### config.mk
export PLATFORM = sky130hd
export DESIGN_NAME = sensor_poll_scheduler
export DESIGN_NICKNAME = d
export VERILOG_FILES = /design/src/rtl/sensor_poll_scheduler.sv
export SDC_FILE = /design/constraint.sdc
export NUM_CORES = 1
export LEC_CHECK = 0
export BUFFER_PORTS_ARGS = -buffer_cell sky130_fd_sc_hd__buf_2
export CAP_MARGIN = 30
export CORE_MARGIN = 3
export CORE_UTILIZATION = 27
export DETAILED_ROUTE_END_ITERATION = 16
export PLACE_DENSITY_LB_ADDON = 0.15
export SYNTH_ARGS = -nofsm -noshare
export SYNTH_HDL_FRONTEND = slang
export SYNTH_SLANG_ARGS = --single-unit
### constraint.sdc
create_clock -name clock -period 8.98 [get_ports clock]
set_input_delay 0.449 -clock clock [delete_from_list [all_inputs] [get_ports clock]]
set_output_delay 0.449 -clock clock [all_outputs]
set_load 0.1 [all_outputs]
### src/rtl/sensor_poll_scheduler.sv
// Round-robin poller over temperature/humidity slots of all sensor addresses.
// Yields to the host controller and spaces polls by a programmable interval.
module sensor_poll_scheduler #(
    parameter int NUM_ADDR      = 32,
    parameter int POLL_INTERVAL = 50_000_000,
    parameter int TIMEOUT       = 150_000_000
) (
    input  logic                clock,
    input  logic                reset_n,
    input  logic                cmd_valid,
    input  logic [7:0]          cmd_code,
    input  logic [7:0]          cmd_address,
    input  logic                host_busy,
    input  logic                sensor_done,
    output logic                cmd_accept,
    output logic                cmd_reject,
    output logic                sensor_req,
    output logic [7:0]          sensor_command,
    output logic [7:0]          sensor_address,
    output logic                timeout_err,
    output logic [NUM_ADDR-1:0] temp_mask,
    output logic [NUM_ADDR-1:0] hum_mask
);

    localparam int NS = 2 * NUM_ADDR;
    localparam int PW = $clog2(NS);
    localparam int AW = $clog2(NUM_ADDR);
    localparam int WW = $clog2(POLL_INTERVAL + 1);
    localparam int TW = $clog2(TIMEOUT + 1);

    typedef enum logic [1:0] {
        S_IDLE,
        S_SCAN,
        S_REQ
    } state_t;

    state_t                r_state;
    state_t                w_next;
    logic [NUM_ADDR-1:0]   r_temp;
    logic [NUM_ADDR-1:0]   r_hum;
    logic                  r_acc;
    logic                  r_rej;
    logic [PW-1:0]         r_ptr;
    logic [WW-1:0]         r_wait;
    logic [TW-1:0]         r_tmo;
    logic                  r_tmo_err;
    logic [7:0]            r_cmd;
    logic [7:0]            r_addr;
    logic [NS-1:0]         w_slots;
    logic                  w_found;
    logic [PW-1:0]         w_pick;
    logic [PW:0]           w_idx;
    logic                  w_addr_ok;
    logic                  w_code_ok;
    logic [AW-1:0]         w_a;
    logic                  w_tmo_hit;

    assign w_addr_ok = ({24'd0, cmd_address} < 32'(NUM_ADDR));
    assign w_code_ok = (cmd_code >= 8'd4) && (cmd_code <= 8'd7);
    assign w_a       = cmd_address[AW-1:0];
    assign w_tmo_hit = (r_tmo == TW'(TIMEOUT - 1));

    // Apply host set/clear commands to the masks and pulse accept/reject.
    always_ff @(posedge clock or negedge reset_n) begin
        if (!reset_n) begin
            r_temp <= '0;
            r_hum  <= '0;
            r_acc  <= 1'b0;
            r_rej  <= 1'b0;
        end else begin
            r_acc <= 1'b0;
            r_rej <= 1'b0;
            if (cmd_valid) begin
                if (w_addr_ok && w_code_ok) begin
                    r_acc <= 1'b1;
                    case (cmd_code[1:0])
                        2'd0:    r_temp[w_a] <= 1'b1;
                        2'd1:    r_hum[w_a]  <= 1'b1;
                        2'd2:    r_temp[w_a] <= 1'b0;
                        default: r_hum[w_a]  <= 1'b0;
                    endcase
                end else begin
                    r_rej <= 1'b1;
                end
            end
        end
    end

    // Interleave the masks into slot order: slot 2*a+kind.
    always_comb begin
        w_slots = '0;
        for (int a = 0; a < NUM_ADDR; a++) begin
            w_slots[2*a]   = r_temp[a];
            w_slots[2*a+1] = r_hum[a];
        end
    end

    // Rotating priority: nearest active slot after ptr, wrapping.
    always_comb begin
        w_found = 1'b0;
        w_pick  = '0;
        w_idx   = '0;
        for (int i = NS; i >= 1; i--) begin
            w_idx = {1'b0, r_ptr} + (PW+1)'(i);
            if (w_idx >= (PW+1)'(NS))
                w_idx = w_idx - (PW+1)'(NS);
            if (w_slots[w_idx[PW-1:0]]) begin
                w_found = 1'b1;
                w_pick  = w_idx[PW-1:0];
            end
        end
    end

    // State register.
    always_ff @(posedge clock or negedge reset_n) begin
        if (!reset_n)
            r_state <= S_IDLE;
        else
            r_state <= w_next;
    end

    // Next-state decode.
    always_comb begin
        w_next = r_state;
        unique case (r_state)
            S_IDLE: begin
                if ((|r_temp || |r_hum) && !host_busy && r_wait == '0)
                    w_next = S_SCAN;
            end
            S_SCAN: begin
                w_next = w_found ? S_REQ : S_IDLE;
            end
            S_REQ: begin
                if (sensor_done || w_tmo_hit)
                    w_next = S_IDLE;
            end
            default: w_next = S_IDLE;
        endcase
    end

    // Poll datapath: pointer, latched target, interval and timeout counters.
    always_ff @(posedge clock or negedge reset_n) begin
        if (!reset_n) begin
            r_ptr     <= PW'(NS - 1);
            r_wait    <= '0;
            r_tmo     <= '0;
            r_tmo_err <= 1'b0;
            r_cmd     <= '0;
            r_addr    <= '0;
        end else begin
            r_tmo_err <= 1'b0;
            unique case (r_state)
                S_IDLE: begin
                    if (r_wait != '0)
                        r_wait <= r_wait - 1'b1;
                end
                S_SCAN: begin
                    r_tmo <= '0;
                    if (w_found) begin
                        r_ptr  <= w_pick;
                        r_cmd  <= w_pick[0] ? 8'd5 : 8'd4;
                        r_addr <= 8'(w_pick[PW-1:1]);
                    end
                end
                S_REQ: begin
                    if (sensor_done) begin
                        r_wait <= WW'(POLL_INTERVAL);
                        r_tmo  <= '0;
                    end else if (w_tmo_hit) begin
                        r_wait    <= WW'(POLL_INTERVAL);
                        r_tmo     <= '0;
                        r_tmo_err <= 1'b1;
                    end else begin
                        r_tmo <= r_tmo + 1'b1;
                    end
                end
                default: ;
            endcase
        end
    end

    assign cmd_accept     = r_acc;
    assign cmd_reject     = r_rej;
    assign sensor_req     = (r_state == S_REQ);
    assign sensor_command = r_cmd;
    assign sensor_address = r_addr;
    assign timeout_err    = r_tmo_err;
    assign temp_mask      = r_temp;
    assign hum_mask       = r_hum;

endmodule

==> metrics.cfg, run 1 <==
[placement]
port_buffers=95
post_dp_cell_area_mm2=0.0219
dp.cells=3304
dpl_worst_slack_ns=2.20
gp_congestion=1.06
dp_hpwl_um=88100

[clock_tree]
cts_tree=done
cts.clk_slew.worst_paths_ns=0.07
htreeDepth=4
cts.sinks=136
clk_path_buf_depth=2
clk_latency_ns=0.44
numCtsBuffers=17
postCtsSetupRepairBufs=0
cts-resized-gates=0
cts_hold_buffers=0
clock-root-buffer=clkbuf_16

[global_route]
antenna_found_initial=8
grt_pass1_wl_um=161000
first_global_vias=21100
grt.overflow.total=0
grt_max_degree=70
grt_usage=0.285

[die]
io_pins=105
coreArea_mm2=0.0735
die_width_um=279
rows=99
chipHeight_um=279
design.die.area_mm2=0.0780
initial_core_util=0.275

[drt]
vias=21900
drcViolationCount=0
wl_per_cell_um=34.2
viasPerCell=6.55
drt-pass1-iter-count=5
drt_iter0_drc=2729
totalWireLength_um=114000
postRouteAntennaNets=0

[layout]
area_growth_pct=11.7
design_area_mm2=0.0225
seqCellArea_mm2=0.00342
stdcell_count=3340
drive_above_1_share=0.229
nets=2408
multi_input_area_mm2=0.0160
fill_cells=7764

[setup_path]
critPathArrivalTime_ns=7.20
startpoint_type=flip-flop
critPathKind=flip-flop to flip-flop
crit_path_max_fanout=49
worst_ep_required_time_ns=9.29
crit_path_end_kind=flip-flop

[synthesis]
yosys.area_share.adder=0.0130
synth_area_leaders=mux4_2, dfrtp_1, mux2i_1
avgSynthCellArea_um2=8.67
synth_area_mm2=0.0202
synth_common_cells=nor2_1, nand2_1, a21oi_1
synth_seq_area_share=0.169
yosysWarnings=0
synth-seq-cells=136
synth_top_cell_by_area=mux4_2
synth-simple-area-share=0.183
synth_top_area_frac=0.191
ys.flop_type=dfrtp_1
synth_xor_area_frac=0.0523
synthCells=2327
synth_top_family_by_area=multiplexers
async_flop_share=1.00
yosysMostFrequentCell=nor2_1
synth_edf_count=0
muxShareOfSynthArea=0.321
synth_compound_area_frac=0.215
yosysUniqueCellTypes=99

[hold_path]
hold_class=input port to async pin

[sta]
rsz0062_at_grt=false
hold_viol=0
relSlewSlack=0.209
finalSetupViolCount=0
tightest_slew_ns=1.19
worst_slack_ns=2.09
slew_violations=0
clock.fmax_mhz=145
fin_hold_ws_ns=0.0133
fin_setup_tns_ns=0
finalCriticalPeriod_ns=6.89
finClkSkew_ns=0.0114
fin_crit_sh=0.768

[run]
maxCapViolations=0

[power]
p_per_area_mw_per_mm2=72.8
vdd_drop_max_mv=0.123
p_leak_nw=8.37

[status]
status=completed

## layer usage
layer	track usage	share of wire	up-vias
met4	0.147	0.061	8
met3	0.0653	0.10	365
li1	-	-	9115
met1	0.370	0.39	10900
met5	0	0.00044	-
met2	0.443	0.44	1467
## kinds of logic after synthesis
| family | count (synthesis) |
|---|---|
| flops | 136 |
| mux | 415 |
| fa+ha+maj | 21 |
| xor+xnor | 117 |
| other cells | 1 |
| buf+inv | 212 |
| compound gates | 654 |
| simple gates | 771 |
## placed cells by master, fill, tap and decap left out, types with 19 or more instances in the layout
cell	instances
nand2b_1	22
nor2_1	228
inv_1	36
o21ai_0	106
nand3_1	64
buf_2	94
nor2b_1	20
a21oi_1	176
xnor2_1	81
and3_1	21
o211ai_1	36
a211oi_1	25
and2_1	20
a31oi_1	54
a22oi_1	26
ha_1	19
nand4_1	20
nand2_1	216
dfrtp_1	130
buf_4	76
o22ai_1	28
mux4_2	171
mux2_2	97
xor2_1	22
nor3_1	47
nor4_1	20
mux2i_1	134
## worst paths after layout
check,cells after the start,startpoint,slack [ns],endpoint
worst max-delay path,15,r_ptr[1],2.09,sensor_address[3]
worst min-delay path,1,reset_n,0.01,r_wait[21]
worst max register to register,15,r_ptr[1],2.09,sensor_address[3]
worst min register to register,1,sensor_command[2],0.47,sensor_command[2]
max in group asynchronous,2,reset_n,7.56,async pin
min in group clock,2,cmd_valid,0.23,cmd_reject
## final cells by class
cell class	count	area share
timing repair buffer	180	0.0516
antenna	2	0.000222
inverter	44	0.00739
tap	959	0.0533
sequential	136	0.152
clock buffer	17	0.0189
clock inverter	15	0.00800
multi-input combinational	1987	0.709
## report_power, final
group	leakage [nW]	switching (W)	internal (W)
combinational	6.28	0.000126	0.0000671
clock	0.290	0.000327	0.000422
sequential	1.80	0.0000428	0.000654
total	8.37	0.000496	0.00114
## worst max-delay path, cell delays in order, from the launching register on
cell	delay [ns]
dfstp_4	0.82
clkinv_1	0.44
ha_4	0.89
mux4_2	0.49
mux2_2	0.32
mux2i_1	0.60
mux2i_1	0.26
mux2i_2	0.58
nand4_1	0.29
nor4_1	0.36
nand4_1	0.23
o41ai_4	0.94
buf_4	0.28
nor2_1	0.04
o21ai_1	0.10
o21ai_0	0.09
## stage by stage
stage                     utilization  total power, W
after floorplan                     -        0.000843
after global placement          0.296        0.000894
after detailed placement        0.298        0.000900
after CTS                       0.306         0.00166
after global routing            0.307         0.00171
final                           0.307         0.00164
(Power assumes the default switching activity.)
==> run 2, diff against run 1 <==
==> constraint.sdc (replaced) <==
create_clock -name clock -period 6.4 [get_ports clock]
set_input_delay 0.32 -clock clock [delete_from_list [all_inputs] [get_ports clock]]
set_output_delay 0.32 -clock clock [all_outputs]
set_load 0.1 [all_outputs]
==> metrics.cfg, run 2 (synthesis results as in run 1) <==
[status]
status=completed

[global_route]
grt.overflow.total=0
grt_usage=0.287
grt_pass1_wl_um=162000
first_global_vias=20900
antenna_found_initial=4
grt_max_degree=72

[layout]
nets=2488
design_area_mm2=0.0231
stdcell_count=3420
final_common_cell=nor2_1
drive_above_1_share=0.251
fill_cells=7711
area_growth_pct=14.5
multi_input_area_mm2=0.0159
layout_common_cells=nor2_1, nand2_1, a21oi_1
seqCellArea_mm2=0.00342

[die]
die_width_um=279
chipHeight_um=279
io_pins=105
initial_core_util=0.275
coreArea_mm2=0.0735
rows=99
design.die.area_mm2=0.0780

[drt]
totalWireLength_um=115000
drcViolationCount=0
drt-pass1-iter-count=6
vias=22000
drt_iter0_drc=2838
viasPerCell=6.42
wl_per_cell_um=33.7
postRouteAntennaNets=0

[setup_path]
critPathArrivalTime_ns=6.49
cp_cell_sequence=clkinv_1 -> buf_4 -> ha_4 -> mux4_2 -> mux4_2 -> mux2i_1 -> buf_4 -> or2_2 -> nand2_1 -> a21oi_1 -> o311ai_0 -> nor4b_1 -> buf_4 -> o211ai_1 -> buf_4 -> a211oi_1 -> nor3_1
crit_path_end_kind=flip-flop
critPathBufInv=5
cpMaxStageDelayCell=dfstp_4
startpoint_type=flip-flop
worst_ep_required_time_ns=6.71
critPathKind=flip-flop to flip-flop
path_delay_family=multiplexers
crit_path_max_fanout=49
slowest_delay_ns=0.82
path_common_cell=buf_4

[power]
vdd_drop_max_mv=0.141
p_leak_nw=8.72
p_per_area_mw_per_mm2=97.9

[hold_path]
hold_class=input port to flip-flop

[placement]
dp.cells=3385
gp_congestion=1.03
post_dp_cell_area_mm2=0.0225
dp_hpwl_um=91100
port_buffers=95

[run]
maxCapViolations=0

[sta]
rsz0062_at_grt=false
clock.fmax_mhz=162
finClkSkew_ns=0.0127
finalSetupViolCount=0
hold_viol=0
fin_crit_sh=0.965
relSlewSlack=0.252
slew_violations=0
fin_setup_tns_ns=0
tightest_slew_ns=1.12
finalCriticalPeriod_ns=6.17

[clock_tree]
cts_tree=done
cts.clk_slew.worst_paths_ns=0.07
cts.sinks=136
clk_latency_ns=0.44
htreeDepth=4
numCtsBuffers=17
clk_path_buf_depth=2
clock-root-buffer=clkbuf_16

-- run 2: changes by cell type in the layout (fill, tap and decap cells not counted), sizes merged --
cell         previous run  this run
buf                   179       259
clkinv                  4         8
inv                    50        46
clkbuf                 18        17
clkinvlp                3         2
diode                   2         3
dlygate4sd3             0         1
-- run 2: per-layer routing --
layer | vias to the layer above | share of wire | GRT usage
li1 | 9283 | - | -
met1 | 11000 | 0.41 | 0.384
met2 | 1359 | 0.44 | 0.441
met3 | 293 | 0.092 | 0.0566
met4 | 2 | 0.061 | 0.150
met5 | - | 0.00011 | 0
-- run 2: worst paths after layout --
check | slack [ns] | cells past startpoint | end | from
worst max-delay path | 0.23 | 17 | sensor_address[0] | r_ptr[1]
worst min-delay path | 0.11 | 2 | cmd_reject | cmd_valid
worst max register to register | 0.23 | 17 | sensor_address[0] | r_ptr[1]
worst min register to register | 0.46 | 1 | sensor_command[2] | sensor_command[2]
max in group asynchronous | 4.55 | 3 | async pin | reset_n
min in group asynchronous | 0.47 | 2 | r_state[0] | reset_n
-- run 2: layout make-up --
class,instances,area share
repair buffers,260,0.0769
diodes,3,0.000325
inverters,44,0.00721
multi-input cells,1987,0.690
well taps,959,0.0520
flip-flops and latches,136,0.148
clock inverters,14,0.00704
clock buffers,17,0.0184
-- run 2: stage by stage --
step	setup WS (ns)	util	hold slack, ns	power (W)
2_1_floorplan	0.167	-	0.0244	0.00118
4_1_cts	0.317	0.314	0.0752	0.00230
3_3_place_gp	0.213	0.305	0.394	0.00126
6_report	0.227	0.314	0.105	0.00226
3_5_place_dp	0.345	0.306	0.399	0.00127
5_1_grt	0.123	0.314	0.114	0.00237
-- run 2: worst register-to-register path, delay by kind of cell (launching register included) --
kind	cells	cell delay, ns
AOI/OAI and AO/OA	4	0.98
muxes	3	1.31
and+or+nand+nor	4	1.11
buffers and inverters	5	1.01
adders and majority gates	1	0.81
DFF	1	0.82
-- run 2: power breakdown --
group	leakage [nW]	internal, W	switching (W)
Sequential	1.80	0.000918	0.0000591
Clock	0.282	0.000581	0.000430
Combinational	6.64	0.0000964	0.000178
-- run 2: timing repair --
action                                  in CTS  in global routing
endpoints found under the setup margin       0                 10
setup buffers                                0                  0
hold endpoints to repair                    64                  0
hold buffers                                 1                  0
gates resized for setup                      0                  1
